$ cat src/rtl/mem_io_pkg.sv
// mem_io_pkg: shared opcodes, control-word field offsets, error bit indices and endpoint states
package mem_io_pkg;
  localparam int OP_MSB = 31;
  localparam int OP_LSB = 28;
  localparam logic [3:0] OP_NOP = 4'd0;
  localparam logic [3:0] OP_START = 4'd1;
  localparam logic [3:0] OP_ABORT = 4'd2;
  localparam logic [3:0] OP_CLEAR_ERR = 4'd3;
  localparam int ERR_OVF = 0;
  localparam int ERR_UNEXP = 1;
  localparam int ERR_ILL = 2;
  typedef enum logic [1:0] {IDLE, RUN, FLUSH, DONE} state_t;
endpackage

$ cat src/rtl/mem_io_fifo.sv
// mem_io_fifo: synchronous fifo with simultaneous push/pop, sync clear and async active-low reset
module mem_io_fifo #(
  parameter int WIDTH = 128,
  parameter int DEPTH = 8
) (
  input  logic             clk,
  input  logic             rst_n,
  input  logic             clr,
  input  logic             push,
  input  logic             pop,
  input  logic [WIDTH-1:0] din,
  output logic [WIDTH-1:0] dout,
  output logic             full,
  output logic             empty
);
  localparam int AW = $clog2(DEPTH);
  logic [WIDTH-1:0] mem [DEPTH];
  logic [AW-1:0] wp, rp;
  logic [AW:0] cnt;
  logic do_push, do_pop;
  assign full = cnt == (AW+1)'(DEPTH);
  assign empty = cnt == '0;
  assign do_pop = pop && !empty;
  assign do_push = push && (!full || do_pop);
  assign dout = empty ? '0 : mem[rp];
  always_ff @(posedge clk)
    if (do_push) mem[wp] <= din;
  always_ff @(posedge clk or negedge rst_n)
    if (!rst_n) begin
      wp <= '0;
      rp <= '0;
      cnt <= '0;
    end else if (clr) begin
      wp <= '0;
      rp <= '0;
      cnt <= '0;
    end else begin
      wp <= wp + AW'(do_push);
      rp <= rp + AW'(do_pop);
      cnt <= cnt + (AW+1)'(do_push) - (AW+1)'(do_pop);
    end
endmodule

$ cat src/rtl/mem_io_fabric_endpoint.sv
// mem_io_fabric_endpoint: hps memory-io conduit endpoint buffering input beats to a core and returning results
module mem_io_fabric_endpoint
  import mem_io_pkg::*;
#(
  parameter int DATA_W = 128,
  parameter int CTRL_W = 32,
  parameter int FIFO_DEPTH = 8,
  parameter int CNT_W = 16
) (
  input  logic              clk_clk,
  input  logic              reset_reset_n,
  input  logic [CTRL_W-1:0] ctrl_data_i,
  input  logic              ctrl_set_i,
  input  logic [DATA_W-1:0] in_data_i,
  input  logic              in_set_i,
  output logic [DATA_W-1:0] out_data_o,
  output logic              out_set_o,
  input  logic              out_waitrequest_i,
  output logic [DATA_W-1:0] core_in_data_o,
  output logic              core_in_valid_o,
  input  logic              core_in_ready_i,
  input  logic [DATA_W-1:0] core_out_data_i,
  input  logic              core_out_valid_i,
  output logic              core_out_ready_o,
  output logic              busy_o,
  output logic              done_o,
  output logic [2:0]        err_o
);
  state_t state, state_nx;
  logic [3:0] op;
  logic [CNT_W-1:0] n, in_rem, out_rem, rem_eff;
  logic cmd_start, cmd_abort, cmd_clr, cmd_ill, idle_like, start_ok, in_run, in_ok;
  logic fifo_full, fifo_empty, fifo_clr, pop, push, xfer, accept;
  logic [2:0] err_set;
  assign op = ctrl_data_i[OP_MSB:OP_LSB];
  assign n = ctrl_data_i[CNT_W-1:0];
  assign cmd_start = ctrl_set_i && op == OP_START;
  assign cmd_abort = ctrl_set_i && op == OP_ABORT;
  assign cmd_clr = ctrl_set_i && op == OP_CLEAR_ERR;
  assign cmd_ill = ctrl_set_i && op > OP_CLEAR_ERR;
  assign idle_like = state == IDLE || state == DONE;
  assign start_ok = cmd_start && idle_like;
  assign in_run = start_ok ? n != '0 : state == RUN && !cmd_abort;
  assign rem_eff = start_ok ? n : in_rem;
  assign in_ok = in_set_i && in_run && rem_eff != '0;
  assign pop = core_in_valid_o && core_in_ready_i;
  assign push = in_ok && (!fifo_full || pop);
  assign fifo_clr = cmd_abort && state == RUN;
  assign xfer = out_set_o && !out_waitrequest_i;
  assign core_out_ready_o = state == RUN && (!out_set_o || !out_waitrequest_i);
  assign accept = core_out_valid_i && core_out_ready_o;
  assign core_in_valid_o = !fifo_empty;
  assign busy_o = state == RUN || state == FLUSH;
  assign done_o = state == DONE;
  mem_io_fifo #(.WIDTH(DATA_W), .DEPTH(FIFO_DEPTH)) u_fifo (
    .clk(clk_clk),
    .rst_n(reset_reset_n),
    .clr(fifo_clr),
    .push(push),
    .pop(pop),
    .din(in_data_i),
    .dout(core_in_data_o),
    .full(fifo_full),
    .empty(fifo_empty)
  );
  always_comb begin
    err_set = '0;
    err_set[ERR_OVF] = in_ok && fifo_full && !pop;
    err_set[ERR_UNEXP] = in_set_i && !in_ok;
    err_set[ERR_ILL] = cmd_ill || (cmd_start && !idle_like);
    state_nx = state;
    if (idle_like)
      state_nx = start_ok ? (n == '0 ? DONE : RUN) : cmd_abort ? IDLE : state;
    else if (state == RUN)
      state_nx = cmd_abort ? FLUSH : (xfer && out_rem == CNT_W'(1)) ? DONE : RUN;
    else
      state_nx = out_set_o && out_waitrequest_i ? FLUSH : IDLE;
  end
  always_ff @(posedge clk_clk or negedge reset_reset_n)
    if (!reset_reset_n) begin
      state <= IDLE;
      in_rem <= '0;
      out_rem <= '0;
      out_set_o <= 1'b0;
      out_data_o <= '0;
      err_o <= '0;
    end else begin
      state <= state_nx;
      in_rem <= fifo_clr ? '0 : rem_eff - CNT_W'(in_ok);
      out_rem <= start_ok ? n : out_rem - CNT_W'(xfer && out_rem != '0);
      out_set_o <= accept || (out_set_o && !xfer);
      if (accept) out_data_o <= core_out_data_i;
      err_o <= (cmd_clr ? 3'b000 : err_o) | err_set;
    end
endmodule

$ cat config.mk
export PLATFORM = sky130hd
export DESIGN_NAME = mem_io_fabric_endpoint
export DESIGN_NICKNAME = d
export VERILOG_FILES = /design/src/rtl/mem_io_pkg.sv /design/src/rtl/mem_io_fifo.sv /design/src/rtl/mem_io_fabric_endpoint.sv
export SDC_FILE = /design/constraint.sdc
export NUM_CORES = 1
export LEC_CHECK = 0
export ABC_AREA = 1
export BUFFER_PORTS_ARGS = -buffer_cell sky130_fd_sc_hd__buf_2
export CAP_MARGIN = 20
export CORE_ASPECT_RATIO = 1.25
export CORE_UTILIZATION = 50
export DETAILED_ROUTE_END_ITERATION = 7
export PLACE_DENSITY = 0.7
export SLEW_MARGIN = 20
export SYNTH_ARGS = -nofsm -noshare
export SYNTH_HDL_FRONTEND = slang
export SYNTH_SLANG_ARGS = --single-unit
$ cat constraint.sdc
create_clock -name clk_clk -period 8.65 [get_ports clk_clk]
set_input_delay 0.4325 -clock clk_clk [delete_from_list [all_inputs] [get_ports clk_clk]]
set_output_delay 0.4325 -clock clk_clk [all_outputs]
set_load 0.02 [all_outputs]
[Word level (Yosys, flattened, before mapping)]
Memories as Yosys holds them, arrays and structs flattened.
Cells that the tools add are included.
Widths: inputs -> output; s select.
Word-level totals
  bits in registers: 176
  bits in latches: 0
  bits in writable memories: 1024
  bits in read-only memories: 0
  output and inout port bits: 264
  logic and storage cells: 92
  memories: 1
Cells by class
  $add $sub $neg: 6
  $mul: 0
  div/mod/pow operators: 0
  order comparisons: 1
  equality and inequality tests: 9
  shifts and indexed selects: 0
  multiplexer cells: 19
  bitwise gates (word level): 1
  reductions and logical operators: 46
Memories
  u_fifo.mem: words 8, width 128, read ports 1, clocked after memory_dff 0, wr ports 1, RTL line mem_io_fifo.sv:17  | logic [WIDTH-1:0] mem [DEPTH];
Operators by type and width (count)
  $mux 128: 1
  $mux 16: 3
  $reduce_bool 16->1: 3
  $sub 16x1->16: 2
  $logic_and 1x1->1: 24
  $eq 16x1->1 const B: 1
  $logic_not 16->1: 1
  $mux 2: 8
  $logic_not 1->1: 9
  $mux 3: 3
  $eq 4x2->1 const B: 2
  $logic_or 1x1->1: 7
  $add 3x1->3: 2
  $add 4x1->4: 1
  $eq 2x2->1 const B: 2
  $eq 4x1->1 const B: 1
  $eq 4x4->1 const B: 1
  $gt 4x2->1 const B: 1
  $logic_not 4->1: 1
  $mux 4: 1
  $sub 4x1->4: 1
  $mux 1: 3
  $ne 3x2->1 const B: 1
  $or 3x3->3: 1
  other kinds (2): 2

[Logic depth before layout (Yosys ltp)]
  depth in word-level cells: 12
  gate-level depth with buffers: 22
  mapped depth without buffers: 21

[Cells and area by module]
Synthesis repeated with hierarchy kept, for this count alone.
Second synthesis, totals
  cell total of the unflattened synthesis: 5144
  area, all modules: 52561.7 sq um
Modules (own cells, without submodules)
  mem_io_fifo: instances 1, cells each 4521, area an instance 45299.7 sq um
  mem_io_fabric_endpoint: instances 1, cells each 623, area an instance 7262.0 sq um

[Worst setup path before layout]
OpenSTA, ideal clock, no wires.
  kind: reg2reg
  start point: register state[0]
  end point: memory u_fifo.mem[0][0], enable pin
  data arrival time: 7009 ps
  path slack: 1024 ps
  cell stages (with the launch flop): 12
  clock period less this slack: 7626 ps
  path through: dfrtp_1 -> ha_1 -> buf_2 -> buf_2 -> nand3_1 -> nand2_1 -> nor2_1 -> nand2_1 -> nor2_1 -> nand2_2 -> nand3_4 -> nor2_1
On the way
  word-level cells in the longest chain between the ends: 10
  elaborated cells on any way between the ends: 15
Ends and longest elaborated chain
  start, declared: RTL line mem_io_fabric_endpoint.sv:29  | state_t state, state_nx;
  start signal, assigned: RTL line mem_io_fabric_endpoint.sv:88  | state <= state_nx;
  $eq 2x2->1 or $logic_not 2->1 (tied branches): RTL line mem_io_fabric_endpoint.sv:41  | assign idle_like = state == IDLE || state == DONE;
  $logic_or 1x1->1: RTL line mem_io_fabric_endpoint.sv:41
  $logic_and 1x1->1: RTL line mem_io_fabric_endpoint.sv:42  | assign start_ok = cmd_start && idle_like;
  $mux 16 or $mux 1 (tied branches): RTL line mem_io_fabric_endpoint.sv:44, mem_io_fabric_endpoint.sv:43
  $reduce_bool 16->1 or $logic_and 1x1->1 (tied branches): RTL line mem_io_fabric_endpoint.sv:45  | assign in_ok = in_set_i && in_run && rem_eff != '0;
  $logic_and 1x1->1 *: RTL line mem_io_fabric_endpoint.sv:45
  $logic_and 1x1->1 *: RTL line mem_io_fabric_endpoint.sv:47  | assign push = in_ok && (!fifo_full || pop);
  $logic_and 1x1->1 *: RTL line mem_io_fifo.sv:24  | assign do_push = push && (!full || do_pop);
  $mux 1 *: RTL line mem_io_fifo.sv:27  | if (do_push) mem[wp] <= din;
  $mux 1 (implied by the code) *: RTL line mem_io_fifo.sv:27
  end, declared: RTL line mem_io_fifo.sv:17
Mark *: on every way between the ends. The rest lies on a longest branch, timed or not.

[Final worst setup path]
  start point: register u_fifo.rp[0]
  end point: output core_in_data_o[92]
On the way
  word-level cells in the longest chain between the ends: 2
Ends and longest elaborated chain
  start, declared: RTL line mem_io_fifo.sv:18  | logic [AW-1:0] wp, rp;
  start signal, assigned: RTL line mem_io_fifo.sv:39  | rp <= rp + AW'(do_pop);
  $mem_v2 8x128
  $mux 128: RTL line mem_io_fifo.sv:25  | assign dout = empty ? '0 : mem[rp];
  end, declared: RTL line mem_io_fabric_endpoint.sv:19  | output logic [DATA_W-1:0] core_in_data_o,
Every way passes these cells.

==> results.sh <==
export IMPL_final_area_um2=56910
export IMPL_synthesis_area_um2=47090
export IMPL_maxSlewHeadroom=0.2817
export IMPL_grt_max_degree=204
export IMPL_synthXorXnorAreaFrac=0.002418
export IMPL_ys_seq_area_frac=0.7465
export IMPL_routed_via_count=31230
export IMPL_finalNetCount=4613
export IMPL_cap_violations=0
export IMPL_synthTopCellsByArea="edfxtp_1, dfrtp_1, o21ai_0"
export IMPL_drt_iter0_drc=2131
export IMPL_min_period_over_period=0.5692
export IMPL_yosys_warnings=0
export IMPL_synth_compound_area_frac=0.1052
export IMPL_layout_drive_gt1_share=0.2068
export IMPL_wl_um=117700
export IMPL_insertion_delay_ns=0.70
export IMPL_worstSetupPathType="reg2out"
export IMPL_syn_area_per_cell_um2=13.11
export IMPL_fin_cells=5619
export IMPL_cts_resized=0
export IMPL_dpl_hpwl_um=61920
export IMPL_grt_pass1_vias=30560
export IMPL_hp_class="in2reg"
export IMPL_track_usage=0.2414
export IMPL_leakage_nw=20.68
export IMPL_synth_top_flop_cell="edfxtp_1"
export IMPL_crit_arrival_ns=4.49
export IMPL_peakVddDrop_uv=348.1
export IMPL_chipHeight_um=345.1
export IMPL_via_per_inst=5.559
export IMPL_fill_cells=6963
export IMPL_cts_tree="built"
export IMPL_htreeDepth=3
export IMPL_io_buffers=546
export IMPL_drc=0
export IMPL_fp_dieW_um=276.5
export IMPL_path_clk_slew_ns=0.06
export IMPL_postRouteAntennaNets=0
export IMPL_pin_count=559
export IMPL_synth_top_family_by_area="compound AO/OA/AOI/OAI gates"
export IMPL_tightest_slew_ns=1.077
export IMPL_synthSimpleGateAreaFrac=0.08593
export IMPL_maxSlewViolCount=0
export IMPL_postSynthCellCount=3593
export IMPL_hold_viol=0
export IMPL_p_per_area_nw_per_um2=336.8
export IMPL_finalClockSkew_ns=0.04036
export IMPL_synthMuxAreaShare=0.03061
export IMPL_gr_total_overflow=0
export IMPL_synth_seq_cells=1200
export IMPL_synth_async_reset_ratio=0.1467
export IMPL_synth_enable_flop_cells=1024
export IMPL_synthDistinctLibCells=39
export IMPL_synth_fp_nets=3905
export IMPL_yosys_area_top_type="edfxtp_1"
export IMPL_synth_top_area_share=0.6530
export IMPL_placedCellCount=5149
export IMPL_wl_per_cell_um=20.95
export IMPL_grt_pass1_wl_um=177700
export IMPL_startpoint_type="register"
export IMPL_design_die_area_um2=95420
export IMPL_rows=125
export IMPL_setup_tns_ns=0
export IMPL_cp_end_kind="output pin"
export IMPL_cts_buffers=112
export IMPL_cp_required_ns=8.22
export IMPL_core_area_um2=93060
export IMPL_max_freq_mhz=203.1
export IMPL_outcome="finished, final reports clean"
export IMPL_ys_top_cells_by_count="edfxtp_1, nor2_1, o21ai_0"
export IMPL_path_max_fanout=202
export IMPL_cts_sinks=1200
export IMPL_cts_root_buf="clkbuf_16"
export IMPL_fin_crit_ns=4.923
export IMPL_synth_fa_ha_area_frac=0.004676
export IMPL_yosysMostFrequentCell="edfxtp_1"
export IMPL_gp_congestion=0.7992
export IMPL_area_growth_pct=20.84
export IMPL_drtPass1Iterations=5
export IMPL_dpl_instance_area_um2=50820
export IMPL_setup_violations=0
export IMPL_cts_buffer_depth=3
export IMPL_initial_utilization=0.5060
export IMPL_antenna_found_initial=14
export IMPL_rsz0062_at_grt="false"
## where the power goes
group          total (mW)  internal [mW]  switching [mW]
sequential           7.24           6.91           0.327
clock                4.79           2.68            2.11
combinational        7.14           2.24            4.90
## critical path, cell delays in order (launching register included)
cell and delay, ns:
dfrtp_4 0.89, buf_4 0.78, buf_12 0.65, o21ai_0 0.26, o22ai_1 0.22, o21ai_0 0.11, a31oi_1 0.29, buf_2 0.22
## layout by cell type, fill, tap and decap left out, types with 11 or more instances in the layout
| cell type | netlist | layout |
|---|---|---|
| nand3_1 | 44 | 44 |
| ha_1 | 16 | 16 |
| nand2_1 | 109 | 107 |
| a31oi_1 | 128 | 128 |
| clkinv_1 | 1 | 25 |
| clkinv_2 | 0 | 21 |
| dfrtp_1 | 176 | 174 |
| buf_4 | 3 | 29 |
| o21ai_0 | 638 | 638 |
| clkbuf_16 | 0 | 113 |
| a21oi_1 | 15 | 15 |
| nor2_4 | 3 | 11 |
| dlygate4sd3_1 | 0 | 244 |
| o22ai_1 | 128 | 128 |
| edfxtp_1 | 1024 | 1024 |
| mux2_2 | 128 | 128 |
| nor2_1 | 844 | 836 |
| o21ai_1 | 12 | 12 |
| diode_2 | 0 | 13 |
| inv_1 | 45 | 43 |
| clkbuf_1 | 146 | 24 |
| buf_2 | 66 | 545 |
## path summary, 6_finish.rpt
kind	from	to	slack, ns	cells after the start
setup / recovery	u_fifo.rp[0]$_DFF_PN0_	core_in_data_o[92]	3.73	7
hold reg to reg	err_o[0]$_DFF_PN0_	err_o[0]$_DFF_PN0_	0.48	2
min in group asynchronous	reset_reset_n	out_data_o[44]$_DFFE_PN0P_	0.24	2
max in group asynchronous	reset_reset_n	u_fifo.rp[0]$_DFF_PN0_	7.08	3
hold / removal	core_out_data_i[46]	out_data_o[46]$_DFFE_PN0P_	0.04	2
setup reg to reg	state[1]$_DFFE_PN0P_	u_fifo.mem[0][57]$_DFFE_PP_	3.77	14
## sequential cells by signal, indices dropped and copies added (netlist names)
register,flops
out_data_o,128
err_o,3
u_fifo.cnt,4
u_fifo.wp,3
out_set_o,1
state,2
u_fifo.rp,3
in_rem,16
out_rem,16
u_fifo.mem,1024
## stage by stage
step / total power, mW / setup slack, ns / hold slack (ns) / utilization
6_report: 19.16 / 3.727 / 0.03837 / 0.6115
3_3_place_gp: 14.24 / 3.707 / 0.3813 / 0.5461
4_1_cts: 19.24 / 3.641 / 0.001307 / 0.6112
3_5_place_dp: 14.36 / 3.689 / 0.3784 / 0.5461
5_1_grt: 20.15 / 3.333 / 0.007989 / 0.6113
2_1_floorplan: 12.00 / 1.024 / 0.1369 / -
## cells by family after synthesis
logic type      Yosys count
mux                     128
simple gates           1030
flops                  1200
buf+inv                 281
fa+ha+maj                17
compound gates          924
xor+xnor                 13
## area by class of cell
type | count | area (um2) | area share
well taps | 1206 | 1509 | 0.02652
inverters | 49 | 206.4 | 0.003628
flip-flops and latches | 1200 | 35160 | 0.6179
clock buffers | 146 | 3017 | 0.05301
clock inverters | 67 | 591.8 | 0.01040
multi-input cells | 2112 | 10850 | 0.1907
diodes | 13 | 32.53 | 0.0005717
repair buffers | 826 | 5539 | 0.09734
## repair_timing
| item | in CTS | in global routing |
|---|---|---|
| hold buffers | 244 | 0 |
| hold endpoints to repair | 1077 | 0 |
| setup buffers | 0 | 0 |
## per-layer routing
| layer | routed length (um) | GRT usage | vias to the layer above | share of wire |
|---|---|---|---|---|
| met3 | 8609 | 0.05182 | 255 | 0.073 |
| met1 | 46380 | 0.2978 | 15300 | 0.39 |
| met2 | 58580 | 0.4149 | 1126 | 0.50 |
| met5 | 76 | 0 | - | 0.00065 |
| li1 | - | - | 14540 | - |
| met4 | 4042 | 0.09349 | 12 | 0.034 |
No activity file was read; power rests on OpenSTA's default activity.
